File: src/rtl/layer_seq_ctrl.sv
// layer_seq_ctrl: sequences load/layer engine handshakes per layer.
// Define LAYER_SEQ_CTRL_ACK_TIMEOUT_EN to enable the busy-ack watchdog.
//
// Ports:
//   clk, rst_n            clock, async active-low reset
//   start, abort          run request (level), cancel current run
//   num_layers            layer count, latched on accepted start
//   valid_ctrl_busy       load-engine busy
//   layer_ctrl_busy       layer-engine busy
//   mode                  0 IDLE, 1 LOAD, 2 LAYER, 3 DONE
//   layer_idx             current layer index
//   start_weights/input/valid_pipeline, start_layering  1-cycle pulses
//   busy, done, err       not-idle, run-complete pulse, sticky watchdog
module layer_seq_ctrl #(
  parameter int LAYER_W         = 4,
  parameter int ACK_TIMEOUT_CYC = 16
) (
  input  logic               clk,
  input  logic               rst_n,
  input  logic               start,
  input  logic               abort,
  input  logic [LAYER_W-1:0] num_layers,
  input  logic               valid_ctrl_busy,
  input  logic               layer_ctrl_busy,
  output logic [2:0]         mode,
  output logic [LAYER_W-1:0] layer_idx,
  output logic               start_weights,
  output logic               start_input,
  output logic               start_valid_pipeline,
  output logic               start_layering,
  output logic               busy,
  output logic               done,
  output logic               err
);

  typedef enum logic [2:0] {
    S_IDLE,
    S_ISSUE_LOAD,
    S_WAIT_LOAD_ON,
    S_WAIT_LOAD_OFF,
    S_ISSUE_LAYER,
    S_WAIT_LAY_ON,
    S_WAIT_LAY_OFF,
    S_DONE
  } state_t;

  localparam logic [LAYER_W-1:0] IDX_MAX = '1;

  state_t             state, state_n;
  logic [LAYER_W-1:0] cnt_q, cnt_n;
  logic [LAYER_W-1:0] idx_n;
  logic               ld_n;
  logic               lay_n;
  logic               done_n;

`ifdef LAYER_SEQ_CTRL_ACK_TIMEOUT_EN
  localparam int WD_W = $clog2(ACK_TIMEOUT_CYC + 1);
  localparam logic [WD_W-1:0] WD_LAST = WD_W'(ACK_TIMEOUT_CYC - 1);

  logic [WD_W-1:0] wd_q, wd_n;
  logic            err_q, err_n;
`endif

  function automatic logic [2:0] mode_of(state_t s);
    logic [2:0] m;
    m = 3'd0;
    unique case (s)
      S_ISSUE_LOAD,
      S_WAIT_LOAD_ON,
      S_WAIT_LOAD_OFF: m = 3'd1;
      S_ISSUE_LAYER,
      S_WAIT_LAY_ON,
      S_WAIT_LAY_OFF:  m = 3'd2;
      S_DONE:          m = 3'd3;
      default:         m = 3'd0;
    endcase
    return m;
  endfunction

  always_comb begin
    state_n = state;
    cnt_n   = cnt_q;
    idx_n   = layer_idx;
    ld_n    = 1'b0;
    lay_n   = 1'b0;
    done_n  = 1'b0;
`ifdef LAYER_SEQ_CTRL_ACK_TIMEOUT_EN
    wd_n    = wd_q;
    err_n   = err_q;
`endif
    // Abort wins over every other transition, watchdog included.
    if (abort && state != S_IDLE) begin
      state_n = S_IDLE;
    end else begin
      unique case (state)
        S_IDLE: begin
          if (start && !valid_ctrl_busy && !layer_ctrl_busy) begin
            cnt_n = num_layers;
            idx_n = '0;
`ifdef LAYER_SEQ_CTRL_ACK_TIMEOUT_EN
            err_n = 1'b0;
`endif
            state_n = (num_layers == '0) ? S_DONE : S_ISSUE_LOAD;
          end
        end
        S_ISSUE_LOAD: begin
          ld_n    = 1'b1;
          state_n = S_WAIT_LOAD_ON;
`ifdef LAYER_SEQ_CTRL_ACK_TIMEOUT_EN
          wd_n    = '0;
`endif
        end
        S_WAIT_LOAD_ON: begin
          if (valid_ctrl_busy) begin
            state_n = S_WAIT_LOAD_OFF;
          end
`ifdef LAYER_SEQ_CTRL_ACK_TIMEOUT_EN
          else if (wd_q == WD_LAST) begin
            err_n   = 1'b1;
            state_n = S_IDLE;
          end else begin
            wd_n = wd_q + 1'b1;
          end
`endif
        end
        S_WAIT_LOAD_OFF: begin
          if (!valid_ctrl_busy) state_n = S_ISSUE_LAYER;
        end
        S_ISSUE_LAYER: begin
          lay_n   = 1'b1;
          state_n = S_WAIT_LAY_ON;
`ifdef LAYER_SEQ_CTRL_ACK_TIMEOUT_EN
          wd_n    = '0;
`endif
        end
        S_WAIT_LAY_ON: begin
          if (layer_ctrl_busy) begin
            state_n = S_WAIT_LAY_OFF;
          end
`ifdef LAYER_SEQ_CTRL_ACK_TIMEOUT_EN
          else if (wd_q == WD_LAST) begin
            err_n   = 1'b1;
            state_n = S_IDLE;
          end else begin
            wd_n = wd_q + 1'b1;
          end
`endif
        end
        S_WAIT_LAY_OFF: begin
          if (!layer_ctrl_busy) begin
            if (layer_idx == cnt_q - 1'b1) begin
              state_n = S_DONE;
            end else begin
              // Saturate rather than wrap the index.
              if (layer_idx != IDX_MAX) idx_n = layer_idx + 1'b1;
              state_n = S_ISSUE_LOAD;
            end
          end
        end
        S_DONE: begin
          done_n  = 1'b1;
          state_n = S_IDLE;
        end
        default: state_n = S_IDLE;
      endcase
    end
  end

  always_ff @(posedge clk or negedge rst_n) begin
    if (!rst_n) begin
      state                <= S_IDLE;
      cnt_q                <= '0;
      layer_idx            <= '0;
      mode                 <= 3'd0;
      busy                 <= 1'b0;
      done                 <= 1'b0;
      start_weights        <= 1'b0;
      start_input          <= 1'b0;
      start_valid_pipeline <= 1'b0;
      start_layering       <= 1'b0;
    end else begin
      state                <= state_n;
      cnt_q                <= cnt_n;
      layer_idx            <= idx_n;
      mode                 <= mode_of(state_n);
      busy                 <= (state_n != S_IDLE);
      done                 <= done_n;
      start_weights        <= ld_n;
      start_input          <= ld_n;
      start_valid_pipeline <= ld_n;
      start_layering       <= lay_n;
    end
  end

`ifdef LAYER_SEQ_CTRL_ACK_TIMEOUT_EN
  always_ff @(posedge clk or negedge rst_n) begin
    if (!rst_n) begin
      wd_q  <= '0;
      err_q <= 1'b0;
    end else begin
      wd_q  <= wd_n;
      err_q <= err_n;
    end
  end

  assign err = err_q;
`else
  assign err = 1'b0;
`endif

endmodule

File: config.mk
export PLATFORM = sky130hd
export DESIGN_NAME = layer_seq_ctrl
export DESIGN_NICKNAME = d
export VERILOG_FILES = /design/src/rtl/layer_seq_ctrl.sv
export SDC_FILE = /design/constraint.sdc
export NUM_CORES = 1
export LEC_CHECK = 0
export ABC_CLOCK_PERIOD_IN_PS = 2300
export CAP_MARGIN = 20
export CORE_UTILIZATION = 35
export CTS_CLUSTER_DIAMETER = 30
export CTS_CLUSTER_SIZE = 24
export DETAILED_ROUTE_END_ITERATION = 6
export GPL_ROUTABILITY_DRIVEN = 0
export PLACE_DENSITY_LB_ADDON = 0.2
export SETUP_SLACK_MARGIN = 0.15
export SYNTH_ARGS = -nofsm -noshare
export SYNTH_HDL_FRONTEND = slang
export SYNTH_SLANG_ARGS = --single-unit
File: constraint.sdc
create_clock -name clk -period 2.3 [get_ports clk]
set_clock_uncertainty 0.15 [all_clocks]
set_input_delay 0.46 -clock clk [delete_from_list [all_inputs] [get_ports clk]]
set_output_delay 0.46 -clock clk [all_outputs]
set_load 0.05 [all_outputs]
==> impl_results.md, run 1 <==
- Status: finished, final reports clean
- Clk slew on worst S/H paths: 100 ps
- Die H: 54.2 um
- Setup crit start kind: flip-flop
- Setup ws final: 165 ps
- Mean Syn Cell Area: 10.6 sq um
- Clk root buf: clkbuf_4
- Number of antenna violations at the first check in global routing: 0
- H-Tree Depth: 1
- Mapped Area: 952 sq um
- Final nets: 139
- Synth Register Bits: 17
- Initial Util: 37.7%
- Fmax: 468 MHz
- DR DRC count: 0
- Synthesis warning total: 0
- Iter 0 DRT Violations: 6
- Total power: 0.00140 W
- Diodes inserted: 0
- Seq. cell area: 429 sq um
- Vias in the first global route: 743
- Max-cap violation count: 0
- Fin crit share: 92.8%
- DRT antenna net count: 0
- Post-DR vias/cell: 5.12
- FILL cells: 243
- Total CTS buffers: 3
- Critical path peak fanout: 5
- Multi-input logic area: 487 sq um
- Synthesized instance count: 90
- First-pass GRT wire length: 3.52 mm
- Min cycle time layout: 2140 ps
- Synth async-reset ratio: 100%
- Synth unique cells: 39
- Slew margin rel.: 66.4%
- Pre-CTS setup slack: -234 ps
- Final slew viol count: 0
- Core area: 2520 sq um
- Final Routed Wirelength: 2.10 mm
- CTS tree: yes
- Final design utilization: 52.6%
- Clock Latency Late Sink: 290 ps
- Pwr dens: 1060 nW/um^2
- GR Overflow Total: 0
- Largest net degree at the start of global routing: 10
- Tightest Pin Transition: 504 ps
- Port-buffer cells: 21
- Critical Path RT: 2370 ps
- Final HPWL DP: 1.53 mm
- Worst setup EP type: flip-flop
- Average wire per standard cell: 13.4 um
- Register area share after synthesis: 44.7%
- Vias post-DR: 798
- Worst VDD drop: 0.572 mV
- Hold Vio Cnt, Final: 0
- # IOs: 24
- Clock sinks: 17
- Ys flop type: dfrtp_1
- P&R area growth vs syn: 39.3%
- Layout cells sized above 1: 27.8%
- Finished Layout Cells: 156
- Worst EP arrival: 2210 ps
- EDFF count, synth: 0
- Setup TNS: 0 ps
- Global Route Usage Sum: 17.4%
- RSZ-0062 raised after global routing: true
- Critical path type: reg -> reg
- R2r setup slk: 160 ps
- Hold WC Path Type: in -> async
- Die X: 54.2 um
- Clk buf depth: 2
- Die footprint: 2930 sq um
- Most frequent cells in the layout: buf_4, dfrtp_1, clkdlybuf4s50_1
- Final number of setup-violating endpoints: 0
- Cell Rows: 18
- Most common cell after layout, fill and taps aside: buf_4
- First-pass iteration count of the detailed router: 4
- Cts hold-fix bufs: 0
- Dpl cells: 146
- Leakage: 0.611 nW
-- synthesized netlist by cell type, drive strengths merged, types with 3 or more instances --
| cell | count | area (sq um) |
|---|---|---|
| a21boi | 4 | 30.0 |
| a21oi | 4 | 20.0 |
| buf | 5 | 41.3 |
| dfrtp | 17 | 425 |
| inv | 5 | 18.8 |
| mux2 | 5 | 56.3 |
| nand2 | 3 | 13.8 |
| nand3 | 3 | 15.0 |
| nor2 | 5 | 18.8 |
| o31ai | 4 | 30.0 |
| xnor2 | 4 | 35.0 |
-- area by class of cell --
class                   count  share of cell area [%]
inverters                   5                    1.42
multi-input cells          63                    36.7
flip-flops and latches     17                    32.4
repair buffers             37                    24.7
clock buffers               4                    1.98
well taps                  30                    2.83
-- worst max-delay path, cell delays in order (launching register included) --
cell and delay, ps:
dfrtp_2 480, nor4b_4 330, nand2_2 90, a221o_1 380, or4_1 480, a21boi_1 160
-- report_power, final --
group | internal, W | switching [W] | total (W) | leakage, nW
sequential | 0.000395 | 0.0000898 | 0.000485 | 0.218
clock | 0.0000674 | 0.0000963 | 0.000164 | 0.0150
combinational | 0.000342 | 0.000410 | 0.000753 | 0.379
-- logic make-up after synthesis --
group | synth area share (%)
adder cells (fa/ha/maj) | 2.63
AO/OA/AOI/OAI | 17.1
buffers and inverters | 6.70
XOR/XNOR | 5.52
AND/OR/NAND/NOR | 17.1
multiplexers | 5.91
flip-flops | 44.7
other | 0.394
-- through the flow --
stage               cell area, sq um  hold WS [ps]
finish                          1330           305
global placement                1240           367
global route                    1330           306
CTS                             1320           313
detailed placement              1240           374
floorplan                        961          14.4
-- path summary, 6_finish.rpt --
kind	cells after the start	to	from
setup / recovery	5	layer_idx[3]$_DFFE_PN0P_	state[2]$_DFF_PN0_
setup reg to reg	5	layer_idx[3]$_DFFE_PN0P_	state[2]$_DFF_PN0_
min in group clk	1	cnt_q[3]$_DFFE_PN0P_	cnt_q[3]$_DFFE_PN0P_
hold reg to reg	1	cnt_q[3]$_DFFE_PN0P_	cnt_q[3]$_DFFE_PN0P_
max in group asynchronous	2	state[2]$_DFF_PN0_	rst_n
hold / removal	1	layer_idx[3]$_DFFE_PN0P_	rst_n
-- what timing repair did --
item / 4_1_cts / 5_1_grt
gates resized for setup: 10 / 3
pin swaps: 6 / 0
buffers inserted: 6 / 0
setup endpoints to repair: 5 / 3
-- layer usage --
metal / vias up / global-route usage (%) / part of all wire, %
met5: - / 0 / 0
met4: 0 / 6.41 / 0.48
met3: 2 / 3.39 / 3.4
met2: 18 / 26.8 / 48
met1: 384 / 23.7 / 48
li1: 394 / - / -
-- sequential cells by signal (all words and copies together), names as in the netlist --
| name | flops |
|---|---|
| cnt_q | 4 |
| layer_idx | 4 |
| state | 3 |
| mode | 2 |
| busy | 1 |
| done | 1 |
| start_layering | 1 |
| start_valid_pipeline | 1 |
Power figures use the tool's default switching activity.
==> run 2: changes to the inputs <==
--- a/config.mk
+++ b/config.mk
@@ -7,6 +7,7 @@
 export LEC_CHECK = 0
 export ABC_CLOCK_PERIOD_IN_PS = 2300
 export CAP_MARGIN = 20
+export CORE_MARGIN = 4
 export CORE_UTILIZATION = 35
 export CTS_CLUSTER_DIAMETER = 30
 export CTS_CLUSTER_SIZE = 24
==> run 2 against run 1 <==
  * Via count is 1.4% lower
  * Sequential power about the same
  * Critical path type unchanged
  * Sequential share of layout area grew 1.3 points
  * Maximum frequency increased by 1.6%
  * Combinational power fell by 4.4%
  * Setup slack better by 34 ps
  * Final area fell by 4.1%
  * Register-to-register slack improved by 30 ps
  * Clock-buffer cell count is the same
  * Hold slack better by 19 ps
  * Total power is 2.9% lower
  * First-iteration DRC count rose to 3.3 times the previous value
==> impl_results.md, run 2 (same netlist as run 1, synthesis figures left out) <==
- Status: finished, final reports clean
- Tightest Pin Transition: 512 ps (+7.99 ps)
- Slew margin rel.: 65.8% (-0.58 points)
- Average wire per standard cell: 13.3 um (-1.4%)
- Largest regs: cnt_q (4), layer_idx (4), state (3)
- Port-buffer cells: 21 (unchanged)
- Most common cell after layout, fill and taps aside: dfrtp_1
- WP buf/inv: 0 (unchanged)
- Clock sinks: 17 (unchanged)
- Design Area, Final: 1270 sq um (-4.1%)
- Worst EP arrival: 2160 ps (-50 ps)
- Die footprint: 3620 sq um (+23%)
- Final slew viol count: 0 (unchanged)
- Initial Util: 37.4% (-0.33 points)
- Layout cells sized above 1: 23.1% (-4.6 points)
- First-pass iteration count of the detailed router: 4 (unchanged)
- Max stage delay on crit path: 460 ps (-20 ps)
- Global Route Usage Sum: 11.9% (-5.5 points)
- Vias post-DR: 787 (-1.4%)
- Top sig layer: met4
- Core area: 2540 sq um (+0.89%)
- CP top delay family: compound AO/OA/AOI/OAI gates
- Dpl cell area: 1230 sq um (-0.61%)
- First-pass GRT wire length: 3.21 mm (-8.8%)
- Number of antenna violations at the first check in global routing: 0 (unchanged)
- H-Tree Depth: 1 (unchanged)
- Final HPWL DP: 1.59 mm (+4.0%)
- Die X: 60.2 um (+11%)
- RSZ-0062 raised after global routing: true
- Clk buf depth: 2 (unchanged)
- Total CTS buffers: 3 (unchanged)
- Leakage: 0.573 nW (-6.3%)
- Worst setup EP type: flip-flop
- Final nets: 134 (-3.6%)
- Dpl cells: 145 (-0.68%)
- Met3 Routed Length: 113 um (+57%)
- Most frequent cells in the layout: dfrtp_1, clkdlybuf4s50_1, buf_4
- Beginning of the critical path: layer_idx[0]$_DFFE_PN0P_
- Largest net degree at the start of global routing: 10 (unchanged)
- Post-Route M1 WL: 921 um (-8.3%)
- Pwr dens: 1070 nW/um^2 (+1.2%)
- Setup crit start kind: flip-flop
- Post-DR vias/cell: 5.21 (+1.9%)
- Max-cap violation count: 0 (unchanged)
- CTS tree: yes
- Finished Layout Cells: 151 (-3.2%)
- # IOs: 24 (unchanged)
- Met2 WL post-DR: 950 um (-5.8%)
- GR Overflow Total: 0 (unchanged)
- RR Startpoint: layer_idx[0]$_DFFE_PN0P_
- Critical path peak fanout: 6 (+1)
- Fmax: 476 MHz (+1.6%)
- Cell Rows: 18 (unchanged)
- Final number of setup-violating endpoints: 0 (unchanged)
- Die H: 60.2 um (+11%)
- Worst VDD drop: 0.655 mV (+14%)
- CP max-delay cell: dfrtp_2
- Min cycle time layout: 2100 ps (-34.1 ps)
- Critical path type: reg -> reg
- Hold WC Path Type: in -> async
- R2r setup slk: 200 ps (+30 ps)
- Clk root buf: clkbuf_4
- CP cell instances: ha_2, a311o_1, a221o_1, or4_1, a21boi_1
- DR DRC count: 0 (unchanged)
- Clock Latency Late Sink: 280 ps (about the same)
- Final Routed Wirelength: 2.00 mm (-4.6%)
- Hold Vio Cnt, Final: 0 (unchanged)
- Critical Path RT: 2360 ps (about the same)
- Clk slew on worst S/H paths: 100 ps (about the same)
- Final design utilization: 50.0% (-2.6 points)
- Vias in the first global route: 708 (-4.7%)
- DRT antenna net count: 0 (unchanged)
- Fin crit share: 91.4% (-1.5 points)
- Diodes inserted: 0 (unchanged)
- P&R area growth vs syn: 33.6%
- Iter 0 DRT Violations: 20 (+14)
==> run 2: cell type report <==
cell class                      count  area [sq um]
Timing Repair Buffer               32           288
Sequential cell                    17           428
Clock buffer                        4          26.3
Fill cell                         255          1270
Inverter                            5          18.8
Multi-Input combinational cell     63           474
Tap cell                           30          37.5
==> run 2: final timing paths <==
path | endpoint | depth (start not counted)
max in group asynchronous | state[0]$_DFF_PN0_ | 2
hold / removal | layer_idx[2]$_DFFE_PN0P_ | 1
setup reg to reg | layer_idx[2]$_DFFE_PN0P_ | 5
setup / recovery | layer_idx[2]$_DFFE_PN0P_ | 5
hold reg to reg | cnt_q[1]$_DFFE_PN0P_ | 1
min in group clk | cnt_q[1]$_DFFE_PN0P_ | 1
==> run 2: report_power, final <==
part	switching (W)	internal (W)
clock network	0.0000870	0.0000672
registers	0.0000915	0.000394
logic	0.000397	0.000323
total	0.000576	0.000784
==> run 2: what timing repair did <==
item,4_1_cts,5_1_grt
endpoints found under the setup margin,5,3
resized for setup,7,2
buffers inserted,1,1
hold buffers,0,0
pin swaps,3,0
==> run 2: per-stage QoR <==
| stage | total power, W | setup TNS, ps | setup WS (ps) | hold slack [ps] |
|---|---|---|---|---|
| after floorplan | 0.00101 | 0 | 87.9 | 14.4 |
| after global placement | 0.00119 | -555 | -180 | 366 |
| after detailed placement | 0.00121 | -630 | -214 | 377 |
| after CTS | 0.00137 | 0 | 156 | 332 |
| after global routing | 0.00146 | 0 | 134 | 333 |
| final | 0.00136 | 0 | 199 | 324 |
==> run 2: layer usage <==
metal,track usage [%],vias up
met3,2.81,2
met2,19.8,18
li1,-,387
met4,3.80,0
met1,15.1,380
met5,0,-
==> run 3: changes to the inputs <==
--- a/config.mk
+++ b/config.mk
@@ -8,11 +8,12 @@
 export ABC_CLOCK_PERIOD_IN_PS = 2300
 export CAP_MARGIN = 20
 export CORE_MARGIN = 4
-export CORE_UTILIZATION = 35
+export CORE_UTILIZATION = 43
 export CTS_CLUSTER_DIAMETER = 30
 export CTS_CLUSTER_SIZE = 24
 export DETAILED_ROUTE_END_ITERATION = 6
 export GPL_ROUTABILITY_DRIVEN = 0
+export GPL_TIMING_DRIVEN = 0
 export PLACE_DENSITY_LB_ADDON = 0.2
 export SETUP_SLACK_MARGIN = 0.15
 export SYNTH_ARGS = -nofsm -noshare
==> run 3 against run 2 <==
  * Total power grew 8.5%
  * Via count grew 1.4%
  * Setup slack lost 18 ps
  * Final area grew 5.8%
  * Global-route usage grew 3.4 points
  * Clock-buffer cell count shrank 1
  * Final cell count grew 0.66%
  * Combinational power grew 17%
==> impl_results.md, run 3 (same netlist as run 1, synthesis figures left out) <==
- Status: finished, final reports clean
- Max stage delay on crit path: 430 ps (-30 ps)
- Most common cell after layout, fill and taps aside: dfrtp_1
- Hold WC Path Type: reg -> reg
- Port-buffer cells: 21 (unchanged)
- First-pass GRT wire length: 3.24 mm (+0.87%)
- Critical Path RT: 2370 ps (about the same)
- Slew margin rel.: 50.2% (-16 points)
- # IOs: 24 (unchanged)
- Largest net degree at the start of global routing: 18 (+8)
- Critical path type: in -> reg
- Fin crit share: 92.1% (+0.78 points)
- CTS tree: yes
- Total CTS buffers: 3 (unchanged)
- Setup crit start kind: input pin
- Global Route Usage Sum: 15.2% (+3.4 points)
- Worst EP arrival: 2190 ps (+30 ps)
- CP cell instances: dlygate4sd2_1, nand2b_2, a311o_1, a221o_1, or4_4, a21boi_2
- Initial Util: 47.1% (+9.7 points)
- First-pass iteration count of the detailed router: 4 (unchanged)
- GR peak layer: met2
- Max-cap violation count: 0 (unchanged)
- Clock sinks: 17 (unchanged)
- Leakage: 0.611 nW (+6.8%)
- Final nets: 138 (+3.0%)
- Average wire per standard cell: 13.2 um (-0.41%)
- Die footprint: 3030 sq um (-16%)
- DRT antenna net count: 0 (unchanged)
- Most frequent cells in the layout: dfrtp_1, buf_4, clkdlybuf4s50_1
- Die H: 55.1 um (-8.5%)
- Vias in the first global route: 747 (+5.5%)
- FILL cells: 159 (-38%)
- Met3 Track Usage GR: 4.02% (+1.2 points)
- DR DRC count: 0 (unchanged)
- WP buf/inv: 1 (+1)
- Cell Rows: 16 (-2)
- Final HPWL DP: 1.46 mm (-8.1%)
- Final slew viol count: 0 (unchanged)
- Met2 Use GR: 27.0% (+7.2 points)
- Tightest Pin Transition: 745 ps (+234 ps)
- Layout cells sized above 1: 31.2% (+8.1 points)
- Pwr dens: 1100 nW/um^2 (+2.5%)
- Die X: 55.1 um (-8.5%)
- Worst hold margin: 387 ps (+62.9 ps)
- Worst VDD drop: 0.751 mV (+15%)
- Post-DR vias/cell: 5.25 (+0.73%)
- Seq. cell area: 428 sq um (unchanged)
- Final number of setup-violating endpoints: 0 (unchanged)
- Min cycle time layout: 2120 ps (+18.0 ps)
- Final Routed Wirelength: 2.01 mm (+0.25%)
- Diodes inserted: 0 (unchanged)
- Fmax: 472 MHz (-0.85%)
- Setup TNS: 0 ps (unchanged)
- RSZ-0062 raised after global routing: true
- CP top delay family: compound AO/OA/AOI/OAI gates
- Multi-input logic area: 514 sq um (+8.4%)
- Clk slew on worst S/H paths: 110 ps (about the same)
- Worst setup EP type: flip-flop
- Clk root buf: clkbuf_4
- Critical path peak fanout: 4 (-2)
- Clk buf depth: 2 (unchanged)
- H-Tree Depth: 1 (unchanged)
- Vias post-DR: 798 (+1.4%)
- P&R area growth vs syn: 41.4%
- M1 GR Usage: 17.8% (+2.7 points)
- Core area: 2020 sq um (-21%)
- Hold Vio Cnt, Final: 0 (unchanged)
- CP max-delay cell: or4_4
- Number of antenna violations at the first check in global routing: 0 (unchanged)
- Iter 0 DRT Violations: 12 (-40%)
- Largest regs: cnt_q (4), layer_idx (4), state (3)
- Clock Latency Late Sink: 290 ps (about the same)
- GR Overflow Total: 0 (unchanged)
==> run 3: cell count changes in the layout (fill, tap and decap cells not counted), sizes merged <==
cell and delta:
dlygate4sd2 +3, buf +3, clkinv +1, clkdlybuf4s50 -3
==> run 3: metrics by stage <==
step           utilization [%]  total power (W)  instance area (sq um)  setup slack, ps  instances
6_report                  66.6          0.00147                   1350              181        152
5_1_grt                   66.6          0.00158                   1350              123        152
4_1_cts                   63.1          0.00140                   1280              168        149
3_5_place_dp              59.6          0.00120                   1200             -429        139
3_3_place_gp              59.6          0.00118                   1200             -421        139
2_1_floorplan                -          0.00101                    961             87.9         91
==> run 3: layer usage <==
layer	wire, um	part of all wire (%)
met5	0	0
met4	17	0.85
met3	117	5.8
met2	970	48
met1	900	45
==> run 3: layout make-up <==
class	instances	share of cell area (%)
inverters	5	1.39
clock inverters	1	0.372
repair buffers	30	20.0
plain buffers	6	4.09
clock buffers	3	1.67
flip-flops and latches	17	31.8
multi-input cells	63	38.2
well taps	27	2.51
==> run 3: what timing repair did <==
action                                 CTS  global route
endpoints found under the hold margin    0             0
buffers inserted                         6             3
resized for setup                       12             9
hold buffers                             0             0
setup endpoints to repair               10             5
pin swaps                                7             5
==> run 3: report_power, final <==
group | internal, W | switching (W) | leakage (nW)
registers | 0.000394 | 0.0000732 | 0.219
clock network | 0.0000647 | 0.0000971 | 0.0177
logic | 0.000393 | 0.000453 | 0.375
total | 0.000852 | 0.000623 | 0.611
==> run 3: final timing paths <==
path / startpoint / to / slack, ps / depth (start not counted)
max in group asynchronous: rst_n / layer_idx[0]$_DFFE_PN0P_ / 1030 / 1
worst min-delay path: cnt_q[3]$_DFFE_PN0P_ / cnt_q[3]$_DFFE_PN0P_ / 390 / 1
worst max-delay path: abort / layer_idx[2]$_DFFE_PN0P_ / 180 / 6
worst min register to register: cnt_q[3]$_DFFE_PN0P_ / cnt_q[3]$_DFFE_PN0P_ / 390 / 1
min in group asynchronous: rst_n / start_valid_pipeline$_DFF_PN0_ / 440 / 1
worst max register to register: layer_idx[1]$_DFFE_PN0P_ / layer_idx[2]$_DFFE_PN0P_ / 190 / 5
